### config.mk
export PLATFORM = sky130hd
export DESIGN_NAME = floppy_seek_ctrl
export DESIGN_NICKNAME = d
export VERILOG_FILES = /design/src/rtl/floppy_seek_ctrl.sv
export SDC_FILE = /design/constraint.sdc
export NUM_CORES = 1
export LEC_CHECK = 0
export ABC_AREA = 1
export CAP_MARGIN = 20
export CORE_ASPECT_RATIO = 1.1
export CORE_MARGIN = 4
export CORE_UTILIZATION = 37
export CTS_CLUSTER_SIZE = 25
export DETAILED_ROUTE_END_ITERATION = 10
export PLACE_DENSITY = 0.59
export SYNTH_ARGS = -nofsm -noshare
export SYNTH_HDL_FRONTEND = slang
export SYNTH_SLANG_ARGS = --single-unit
### constraint.sdc
create_clock -name clk -period 2.08 [get_ports clk]
set_clock_uncertainty 0.2 [all_clocks]
set_input_delay 0.416 -clock clk [delete_from_list [all_inputs] [get_ports clk]]
set_output_delay 0.416 -clock clk [all_outputs]
set_load 0.1 [all_outputs]
### src/rtl/floppy_seek_ctrl.sv
// Head-positioning sequencer for the Shugart floppy bus: sequences DIR/STEP for seek and recalibrate.
// Define FLOPPY_SEEK_DBL_STEP_EN for double-step mode (two STEP pulses per logical cylinder).
module floppy_seek_ctrl #(
    parameter int unsigned DIR_SETUP_CYC  = 50,
    parameter int unsigned STEP_PULSE_CYC = 150,
    parameter int unsigned STEP_RATE_CYC  = 150000,
    parameter int unsigned SETTLE_CYC     = 750000,
    parameter int unsigned MAX_TRACK      = 79
) (
    input  logic       clk,
    input  logic       rst,
    input  logic       cmd_valid,
    output logic       cmd_ready,
    input  logic       cmd_recal,
    input  logic [6:0] cmd_track,
    input  logic       trk00_n,
    output logic       step_n,
    output logic       dir_n,
    output logic       busy,
    output logic       done,
    output logic       err,
    output logic [6:0] cur_track,
    output logic       trk_valid
);

`ifdef FLOPPY_SEEK_DBL_STEP_EN
    localparam int unsigned PULSES_PER_CYL = 2;
`else
    localparam int unsigned PULSES_PER_CYL = 1;
`endif
    localparam logic        LAST_PHASE  = (PULSES_PER_CYL == 2);
    localparam logic [6:0]  MAX_TRK     = 7'(MAX_TRACK);
    localparam logic [8:0]  RECAL_LIMIT = 9'(PULSES_PER_CYL * (MAX_TRACK + 1));
    localparam logic [31:0] DS_LOAD     = DIR_SETUP_CYC - 1;
    localparam logic [31:0] LO_LOAD     = STEP_PULSE_CYC - 1;
    localparam logic [31:0] HI_LOAD     = STEP_RATE_CYC - STEP_PULSE_CYC - 1;
    localparam logic [31:0] SETTLE_LOAD = SETTLE_CYC - 1;

    typedef enum logic [2:0] {
        IDLE, DIR_SETUP, STEP_LO, STEP_HI, SETTLE, FINISH
    } state_t;

    state_t      state, state_nxt;
    logic [31:0] tmr, tmr_nxt;
    logic [6:0]  track_q, track_nxt;
    logic [6:0]  tgt_q, tgt_nxt;
    logic [8:0]  pulses_q, pulses_nxt;
    logic        valid_q, valid_nxt;
    logic        dir_q, dir_nxt;
    logic        recal_q, recal_nxt;
    logic        err_q, err_nxt;
    logic        phase_q, phase_nxt;
    logic        step_q;
    logic        trk_meta, trk_sync;
    logic        trk00;
    logic        tmr_done;
    logic        start_step;

    assign trk00    = ~trk_sync;
    assign tmr_done = (tmr == '0);

    always_comb begin
        // NOTE: every variable gets a default first so no path through the case infers a latch.
        state_nxt  = state;
        tmr_nxt    = tmr_done ? '0 : tmr - 32'd1;
        track_nxt  = track_q;
        tgt_nxt    = tgt_q;
        pulses_nxt = pulses_q;
        valid_nxt  = valid_q;
        dir_nxt    = dir_q;
        recal_nxt  = recal_q;
        err_nxt    = err_q;
        phase_nxt  = phase_q;
        start_step = 1'b0;

        case (state)
            IDLE: begin
                if (cmd_valid) begin
                    tgt_nxt    = cmd_track;
                    recal_nxt  = cmd_recal;
                    err_nxt    = 1'b0;
                    pulses_nxt = '0;
                    phase_nxt  = 1'b0;
                    if (cmd_recal) begin
                        dir_nxt   = 1'b1;
                        valid_nxt = 1'b0;
                        state_nxt = DIR_SETUP;
                        tmr_nxt   = DS_LOAD;
                    end else if (!valid_q || cmd_track > MAX_TRK) begin
                        err_nxt   = 1'b1;
                        state_nxt = FINISH;
                    end else if (cmd_track == track_q) begin
                        state_nxt = FINISH;
                    end else begin
                        dir_nxt   = (cmd_track < track_q);
                        state_nxt = DIR_SETUP;
                        tmr_nxt   = DS_LOAD;
                    end
                end
            end
            DIR_SETUP, STEP_HI: begin
                if (tmr_done) begin
                    if (recal_q) begin
                        // TRK00 is only trusted at step boundaries, never mid-pulse.
                        if (trk00) begin
                            track_nxt = '0;
                            valid_nxt = 1'b1;
                            state_nxt = (pulses_q == '0) ? FINISH : SETTLE;
                            tmr_nxt   = SETTLE_LOAD;
                        end else if (pulses_q == RECAL_LIMIT) begin
                            err_nxt   = 1'b1;
                            track_nxt = '0;
                            valid_nxt = 1'b0;
                            state_nxt = FINISH;
                        end else begin
                            start_step = 1'b1;
                        end
                    end else if (state == STEP_HI && track_q == tgt_q && phase_q == 1'b0) begin
                        state_nxt = SETTLE;
                        tmr_nxt   = SETTLE_LOAD;
                    end else begin
                        start_step = 1'b1;
                    end
                end
            end
            STEP_LO: begin
                if (tmr_done) begin
                    state_nxt = STEP_HI;
                    tmr_nxt   = HI_LOAD;
                end
            end
            SETTLE: begin
                if (tmr_done) state_nxt = FINISH;
            end
            FINISH:  state_nxt = IDLE;
            default: state_nxt = IDLE;
        endcase

        // The cylinder count moves on the falling STEP edge of the last pulse of a cylinder.
        if (start_step) begin
            state_nxt  = STEP_LO;
            tmr_nxt    = LO_LOAD;
            pulses_nxt = pulses_q + 9'd1;
            phase_nxt  = (phase_q == LAST_PHASE) ? 1'b0 : 1'b1;
            if (!recal_q && phase_q == LAST_PHASE)
                track_nxt = dir_q ? track_q - 7'd1 : track_q + 7'd1;
        end
    end

    always_ff @(posedge clk or posedge rst) begin
        if (rst) begin
            state    <= IDLE;
            tmr      <= '0;
            track_q  <= '0;
            tgt_q    <= '0;
            pulses_q <= '0;
            valid_q  <= 1'b0;
            dir_q    <= 1'b1;
            recal_q  <= 1'b0;
            err_q    <= 1'b0;
            phase_q  <= 1'b0;
            step_q   <= 1'b1;
            trk_meta <= 1'b1;
            trk_sync <= 1'b1;
        end else begin
            // NOTE: non-blocking assignments so every flop samples the pre-edge values.
            state    <= state_nxt;
            tmr      <= tmr_nxt;
            track_q  <= track_nxt;
            tgt_q    <= tgt_nxt;
            pulses_q <= pulses_nxt;
            valid_q  <= valid_nxt;
            dir_q    <= dir_nxt;
            recal_q  <= recal_nxt;
            err_q    <= err_nxt;
            phase_q  <= phase_nxt;
            step_q   <= (state_nxt != STEP_LO);
            trk_meta <= trk00_n;
            trk_sync <= trk_meta;
        end
    end

    assign step_n    = step_q;
    assign dir_n     = dir_q;
    assign cmd_ready = (state == IDLE);
    assign busy      = (state != IDLE) && (state != FINISH);
    assign done      = (state == FINISH);
    assign err       = (state == FINISH) && err_q;
    assign cur_track = track_q;
    assign trk_valid = valid_q;

endmodule

==> results of run 1 <==
flip-flops by register name, indices dropped and copies added (netlist names):
name	count
step_n	1
trk_valid	1
pulses_q	9
err_q	1
dir_n	1
tmr	32
trk_meta	1
trk_sync	1
recal_q	1
state	3
tgt_q	7
cur_track	7
tightest hold or removal path: cells and delay by family:
family | cells | cell delay [ns]
AND/OR/NAND/NOR | 1 | 0.06
buffers and inverters | 1 | 0.10
AO/OA/AOI/OAI | 1 | 0.06
cells in the mapped netlist (4+ instances only):
| cell | instances |
|---|---|
| inv_2 | 10 |
| dfrtp_1 | 61 |
| or2_2 | 4 |
| nand3b_1 | 4 |
| ha_1 | 16 |
| nand2_1 | 150 |
| nand4_1 | 13 |
| nor2_2 | 13 |
| dfstp_2 | 4 |
| o21ai_0 | 24 |
| xor2_1 | 19 |
| nor2_4 | 4 |
| o21a_1 | 4 |
| o21ai_1 | 5 |
| xnor2_1 | 6 |
| a21oi_1 | 21 |
| nand3_2 | 7 |
| inv_1 | 62 |
| nor2_1 | 74 |
| nand2_2 | 4 |
| nor3_1 | 9 |
| nand3_1 | 42 |
per-stage QoR:
stage          area [um^2]  setup slack, ns  instances  power (uW)  TNS (ns)
6_report              6310           0.0205        847        3310         0
5_1_grt               6310           -0.101        847        3430     -1.68
4_1_cts               5790          -0.0272        826        3320   -0.0518
3_5_place_dp          5400           -0.367        808        1530     -9.51
3_3_place_gp          5400           -0.341        808        1530     -9.33
2_1_floorplan         4440           -0.397        585        1440     -2.15
cell type report:
| cell class | instances | area (um^2) | share of cell area [%] |
|---|---|---|---|
| inverters | 74 | 297 | 4.70 |
| well taps | 150 | 188 | 2.97 |
| multi-input cells | 444 | 2830 | 44.9 |
| clock inverters | 5 | 103 | 1.63 |
| repair buffers | 98 | 995 | 15.8 |
| flip-flops and latches | 65 | 1650 | 26.2 |
| clock buffers | 11 | 243 | 3.85 |
how the worst max path moves through the flow:
stage | slack (ns) | depth (start not counted) | to
3_3_place_gp | -0.34 | 11 | tmr[21]
6_report | 0.02 | 13 | tmr[16]
2_1_floorplan | -0.40 | 3 | err
4_1_cts | -0.03 | 11 | cur_track[1]
3_5_place_dp | -0.37 | 11 | tmr[21]
5_1_grt | -0.10 | 13 | tmr[3]
kinds of logic after synthesis:
| logic type | count (synthesis) | synth area share [%] |
|---|---|---|
| simple gates | 341 | 37.8 |
| buf+inv | 78 | 7.22 |
| flops | 65 | 37.5 |
| compound gates | 59 | 7.37 |
| xor+xnor | 25 | 5.03 |
| fa+ha+maj | 17 | 5.06 |
power groups by stage:
stage / combinational (uW) / clock (uW) / sequential (uW)
2_1_floorplan: 109 / 0 / 1340
3_3_place_gp: 197 / 0 / 1330
3_5_place_dp: 201 / 0 / 1330
4_1_cts: 203 / 1810 / 1310
5_1_grt: 244 / 1870 / 1310
6_report: 219 / 1780 / 1310
cell usage in the layout, fill, tap and decap left out, types with 6 or more instances in the layout:
| cell | count |
|---|---|
| a21oi_1 | 16 |
| buf_12 | 17 |
| buf_4 | 69 |
| clkbuf_16 | 9 |
| dfrtp_1 | 46 |
| dfrtp_2 | 15 |
| dlymetal6s2s_1 | 6 |
| ha_1 | 10 |
| inv_1 | 48 |
| inv_2 | 19 |
| nand2_1 | 133 |
| nand2_2 | 15 |
| nand2_4 | 6 |
| nand3_1 | 34 |
| nand3_2 | 12 |
| nand4_1 | 13 |
| nor2_1 | 58 |
| nor2_2 | 17 |
| nor2_4 | 17 |
| nor3_1 | 6 |
| o21ai_0 | 22 |
| xnor2_1 | 6 |
| xor2_1 | 19 |
routing by layer:
layer  track usage (%)  routed length, um  vias up
met3              4.37                409       23
met2              32.0               6470       76
met4              5.70                292        0
met1              20.9               5110     2024
li1                  -                  -     2105
met5                 0                  0        -
repair_timing:
action                     CTS  global route
setup endpoints to repair   24            56
setup buffers                0            21
pin swaps                    5            41
cloned                       2             0
hold buffers                 0             0
resized for setup            4            94
==> impl_metrics.env, run 1 <==
export IMPL_status="finished clean"
export IMPL_gp_congestion=0.850
export IMPL_clk_latency_ns=0.34
export IMPL_syn_avg_cell_area_um2=7.43
export IMPL_p_comb_share_pct=6.6
export IMPL_cts_buffers=9
export IMPL_antenna_found_initial=0
export IMPL_die_w_um=111
export IMPL_swShare_pct=21.9
export IMPL_p_per_area_nw_per_um2=525
export IMPL_io_buffer_count=25
export IMPL_clockRootBuffer="clkbuf_16"
export IMPL_pwr_share_seq_pct=39.6
export IMPL_synthArstFlopShare_pct=100
export IMPL_fin_crit_ns=2.06
export IMPL_finalNetCount=721
export IMPL_finalHoldViolations=0
export IMPL_yosys_area_top_type_share_pct=35.1
export IMPL_die_h_um=122
export IMPL_drt_iter0_markers=228
export IMPL_power_leakage_uw=0.00318
export IMPL_diodes=0
export IMPL_worstSetupPathType="flip-flop to flip-flop"
export IMPL_grt_pass1_vias=4222
export IMPL_critPathSlowestCell="dfrtp_1"
export IMPL_tightest_slew_ns=0.357
export IMPL_synth_top_area_cell="dfrtp_1"
export IMPL_grt_total_usage_pct=17.8
export IMPL_synth_flop_cell="dfrtp_1"
export IMPL_hold_start="cmd_track[0]"
export IMPL_synth_area_um2=4350
export IMPL_drc=0
export IMPL_p_int_uw=2590
export IMPL_required_ns=2.11
export IMPL_crit_buf_inv=1
export IMPL_peakVddDrop_mv=0.593
export IMPL_ctsHtreeMaxLevel=3
export IMPL_path_clk_slew_ns=0.06
export IMPL_path_cells="inv_2 > ha_4 > nand2_2 > nor2_2 > nand2_2 > nor2_4 > nand3_4 > nor2_4 > nand2_4 > nand2_4 > nand2_8 > nand2_1 > nand2_1"
export IMPL_ios=26
export IMPL_ys_ff_latch=65
export IMPL_clock_sinks=65
export IMPL_placementRows=41
export IMPL_cp_max_fo=8
export IMPL_initial_core_util_pct=37.8
export IMPL_core_area_um2=11500
export IMPL_totalWireLength_mm=12.3
export IMPL_layout_drive_gt1_share_pct=36.3
export IMPL_fin_util_pct=54.9
export IMPL_worstSetupStartpoint="tmr[1]"
export IMPL_arrival_ns=2.09
export IMPL_viasPerCell=4.99
export IMPL_synth_cell_types=46
export IMPL_avgRoutedWirePerCell_um=14.5
export IMPL_fmax_mhz=486
export IMPL_crit_family="simple AND/OR/NAND/NOR gates"
export IMPL_synth_edf_count=0
export IMPL_clk_path_buf_depth=2
export IMPL_r2r_start="tmr[1]"
export IMPL_cts_tree="done"
export IMPL_holdPathStages=3
export IMPL_switchingPower_uw=726
export IMPL_overflow=0
export IMPL_place_detailed_hpwl_mm=8.49
export IMPL_post_route_period_util_pct=99.0
export IMPL_whs_ns=0.133
export IMPL_rsz0062_at_grt="yes"
export IMPL_drt_first_pass_iters=4
export IMPL_reg2regPathDepth=13
export IMPL_max_stage_delay_ns=0.37
export IMPL_synth_fp_nets=614
export IMPL_yosysSeqAreaShare_pct=37.5
export IMPL_area_delta_synth_final_pct=45.1
export IMPL_dieArea_um2=13600
export IMPL_cap_violations=0
export IMPL_postSynthCellCount=585
export IMPL_hold_class="input port to flip-flop"
export IMPL_vias=4228
export IMPL_antenna_left=0
export IMPL_yosys_top_cells_area="dfrtp_1, nand2_1, nor2_1"
export IMPL_clockPowerShare_pct=53.8
export IMPL_setup_viol=0
export IMPL_end_kind="flip-flop"
export IMPL_yosysWarnings=0
export IMPL_slew_viol_final=0
export IMPL_r2r_setup_slack_ns=0.02
export IMPL_startpoint_type="flip-flop"
export IMPL_grt_pass1_wl_mm=19.6
export IMPL_relSlewSlack_pct=76.2
export IMPL_fillers=1047
export IMPL_grt_max_degree=66
export IMPL_hold_path_end="tgt_q[0]"
export IMPL_worstReg2RegEnd="tmr[16]"
No activity file was read; power rests on OpenSTA's default activity.
==> inputs of run 2 (changes only) <==
==> constraint.sdc (replaced) <==
create_clock -name clk -period 2.08 [get_ports clk]
set_clock_uncertainty 0.2 [all_clocks]
set_input_delay 0.208 -clock clk [delete_from_list [all_inputs] [get_ports clk]]
set_output_delay 0.208 -clock clk [all_outputs]
set_load 0.1 [all_outputs]
==> run 2 against run 1 <==
Compared with the run above: combinational power fell by 5%; core utilization fell by 3.8 points; die area did not move; register-to-register slack got worse by 0.02 ns; critical path type unchanged; clock power fell by 24%; routed wire length fell by 5.0%; global-route usage fell by 0.11 points; setup slack got worse by 0.017 ns; sequential share of layout area rose by 1.9 points; sequential cell count did not move; hold slack got worse by 0.077 ns; design area fell by 7.0%.
==> impl_metrics.env, run 2 (synthesis results as in run 1) <==
export IMPL_fin_cells=835
export IMPL_p_comb_share_pct=7.3
export IMPL_drc=0
export IMPL_fmax_mhz=482
export IMPL_regMostFlops="tmr"
export IMPL_drt_iter0_markers=180
export IMPL_io_buffer_count=25
export IMPL_reg2regPathDepth=12
export IMPL_diodes=0
export IMPL_path_clk_slew_ns=0.06
export IMPL_clk_path_buf_depth=2
export IMPL_switchingPower_uw=703
export IMPL_pwr_share_seq_pct=45.6
export IMPL_slew_viol_final=0
export IMPL_cap_violations=0
export IMPL_power_leakage_uw=0.00296
export IMPL_fillers=1143
export IMPL_worstReg2RegEnd="tmr[1]"
export IMPL_max_stage_delay_ns=0.38
export IMPL_cp_max_fo=8
export IMPL_clockPowerShare_pct=47.2
export IMPL_multi_input_area_um2=2730
export IMPL_p_per_area_nw_per_um2=490
export IMPL_r2r_setup_slack_ns=0.003
export IMPL_dp_slack_ns=-0.217
export IMPL_cts_hold_buf=0
export IMPL_final_setup_tns_ns=0
export IMPL_path_cells="inv_2 > ha_4 > nand2_2 > nor2_2 > nand2_2 > nor2_4 > nand3_4 > nor2_4 > nand2_2 > nand2_2 > nand2_4 > o21a_1"
export IMPL_antenna_found_initial=0
export IMPL_initial_core_util_pct=37.8
export IMPL_die_w_um=111
export IMPL_overflow=0
export IMPL_peakVddDrop_mv=0.374
export IMPL_place_detailed_hpwl_mm=8.44
export IMPL_critPathSlowestCell="dfrtp_1"
export IMPL_hold_class="input port to asynchronous set/reset pin"
export IMPL_layout_drive_gt1_share_pct=33.9
export IMPL_crit_family="simple AND/OR/NAND/NOR gates"
export IMPL_post_route_period_util_pct=99.8
export IMPL_largest_register_ffs=32
export IMPL_grt_pass1_wl_mm=19.5
export IMPL_dieArea_um2=13600
export IMPL_setup_viol=0
export IMPL_required_ns=2.10
export IMPL_post_route_worst_setup_slack_ns=0.00348
export IMPL_use_met2_pct=32.6
export IMPL_totalWireLength_mm=11.7
export IMPL_cts_tree="done"
export IMPL_core_area_um2=11500
export IMPL_dpl_instance_area_um2=5200
export IMPL_antenna_left=0
export IMPL_placementRows=41
export IMPL_relSlewSlack_pct=72.3
export IMPL_clockRootBuffer="clkbuf_16"
export IMPL_crit_top_cell="nand2_2"
export IMPL_clock_sinks=65
export IMPL_p_int_uw=2180
export IMPL_use_met3_pct=3.48
export IMPL_avgRoutedWirePerCell_um=14.0
export IMPL_ios=26
export IMPL_grt_pass1_vias=4190
export IMPL_status="finished clean"
export IMPL_viasPerCell=4.97
export IMPL_worstSetupPathType="flip-flop to flip-flop"
export IMPL_arrival_ns=2.10
export IMPL_fin_crit_ns=2.08
export IMPL_stdcell_area_um2=5870
export IMPL_cts_buffers=9
export IMPL_finalNetCount=709
export IMPL_top_regs="tmr (32), pulses_q (9)"
export IMPL_mostFrequentLayoutCells="nand2_1, buf_4, nor2_1"
export IMPL_startpoint_type="flip-flop"
export IMPL_crit_buf_inv=1
export IMPL_end_kind="flip-flop"
export IMPL_area_delta_synth_final_pct=35.0
export IMPL_tightest_slew_ns=0.411
export IMPL_top_usage_layer="met2"
export IMPL_use_met1_pct=19.9
export IMPL_grt_total_usage_pct=17.7
export IMPL_clk_latency_ns=0.33
export IMPL_r2r_start="tmr[1]"
export IMPL_rsz0062_at_grt="yes"
export IMPL_seq_area_um2=1650
export IMPL_gp_congestion=0.925
export IMPL_dp_cells=797
export IMPL_swShare_pct=24.4
export IMPL_die_h_um=122
export IMPL_final_common_cell="nand2_1"
export IMPL_grt_max_degree=66
export IMPL_vias=4147
export IMPL_finalHoldViolations=0
export IMPL_ctsHtreeMaxLevel=3
export IMPL_drt_first_pass_iters=4
run 2: cell count changes in the layout (fill, tap and decap cells not counted), moves of 3 or more:
cell,delta
nand2_2,+9
nand3_2,-3
buf_12,-10
dfrtp_2,-3
clkdlybuf4s50_1,+6
clkinv_2,+3
nor2_1,+3
ha_1,+3
nand2_1,-6
bufinv_16,-3
dfrtp_1,+3
dlymetal6s2s_1,-6
nand3_1,+5
nor2_4,-5
run 2: power by group through the flow:
| stage | Combinational [uW] | Clock, uW | Sequential, uW |
|---|---|---|---|
| 3_5_place_dp | 195 | 0 | 1330 |
| 3_3_place_gp | 191 | 0 | 1330 |
| 4_1_cts | 200 | 1390 | 1310 |
| 2_1_floorplan | 109 | 0 | 1340 |
| 5_1_grt | 236 | 1430 | 1310 |
| 6_report | 209 | 1360 | 1310 |
run 2: timing repair:
action | 4_1_cts | 5_1_grt
gates resized for setup | 11 | 60
setup endpoints to repair | 22 | 54
cloned | 1 | 1
pin swaps | 3 | 38
setup buffers | 1 | 19
run 2: through the flow:
step | util (%) | power (uW) | hold WS, ns
2_1_floorplan | - | 1440 | 0.0125
3_3_place_gp | 45.3 | 1520 | 0.146
3_5_place_dp | 45.3 | 1530 | 0.149
4_1_cts | 48.0 | 2900 | 0.0908
5_1_grt | 51.1 | 2980 | 0.0935
6_report | 51.1 | 2880 | 0.0556
run 2: final cells by class:
class                   count  share of cell area, %
inverters                  74                   4.99
well taps                 150                   3.20
flip-flops and latches     65                   28.1
multi-input cells         444                   46.4
repair buffers             86                   13.0
clock buffers              12                   4.03
clock inverters             4                  0.341
run 2: tightest hold or removal path: cells and delay by family:
| kind | cells | cell delay, ns |
|---|---|---|
| buffers and inverters | 3 | 0.78 |
run 2: worst max-delay path by stage:
stage | start | end | slack, ns | depth (start not counted)
after global routing | tmr[1] | tmr[19] | -0.12 | 13
after detailed placement | cmd_track[0] | tmr[20] | -0.22 | 11
after CTS | dir_n | cur_track[6] | -0.001 | 10
final | tmr[1] | tmr[1] | 0.003 | 12
after global placement | cmd_track[0] | tmr[21] | -0.13 | 11
after floorplan | state[2] | err | -0.19 | 3
run 2: per-layer routing:
| metal | routed length, um | vias to the layer above |
|---|---|---|
| met2 | 6040 | 81 |
| met4 | 425 | 0 |
| li1 | - | 2074 |
| met1 | 4790 | 1964 |
| met3 | 401 | 28 |
| met5 | 0 | - |
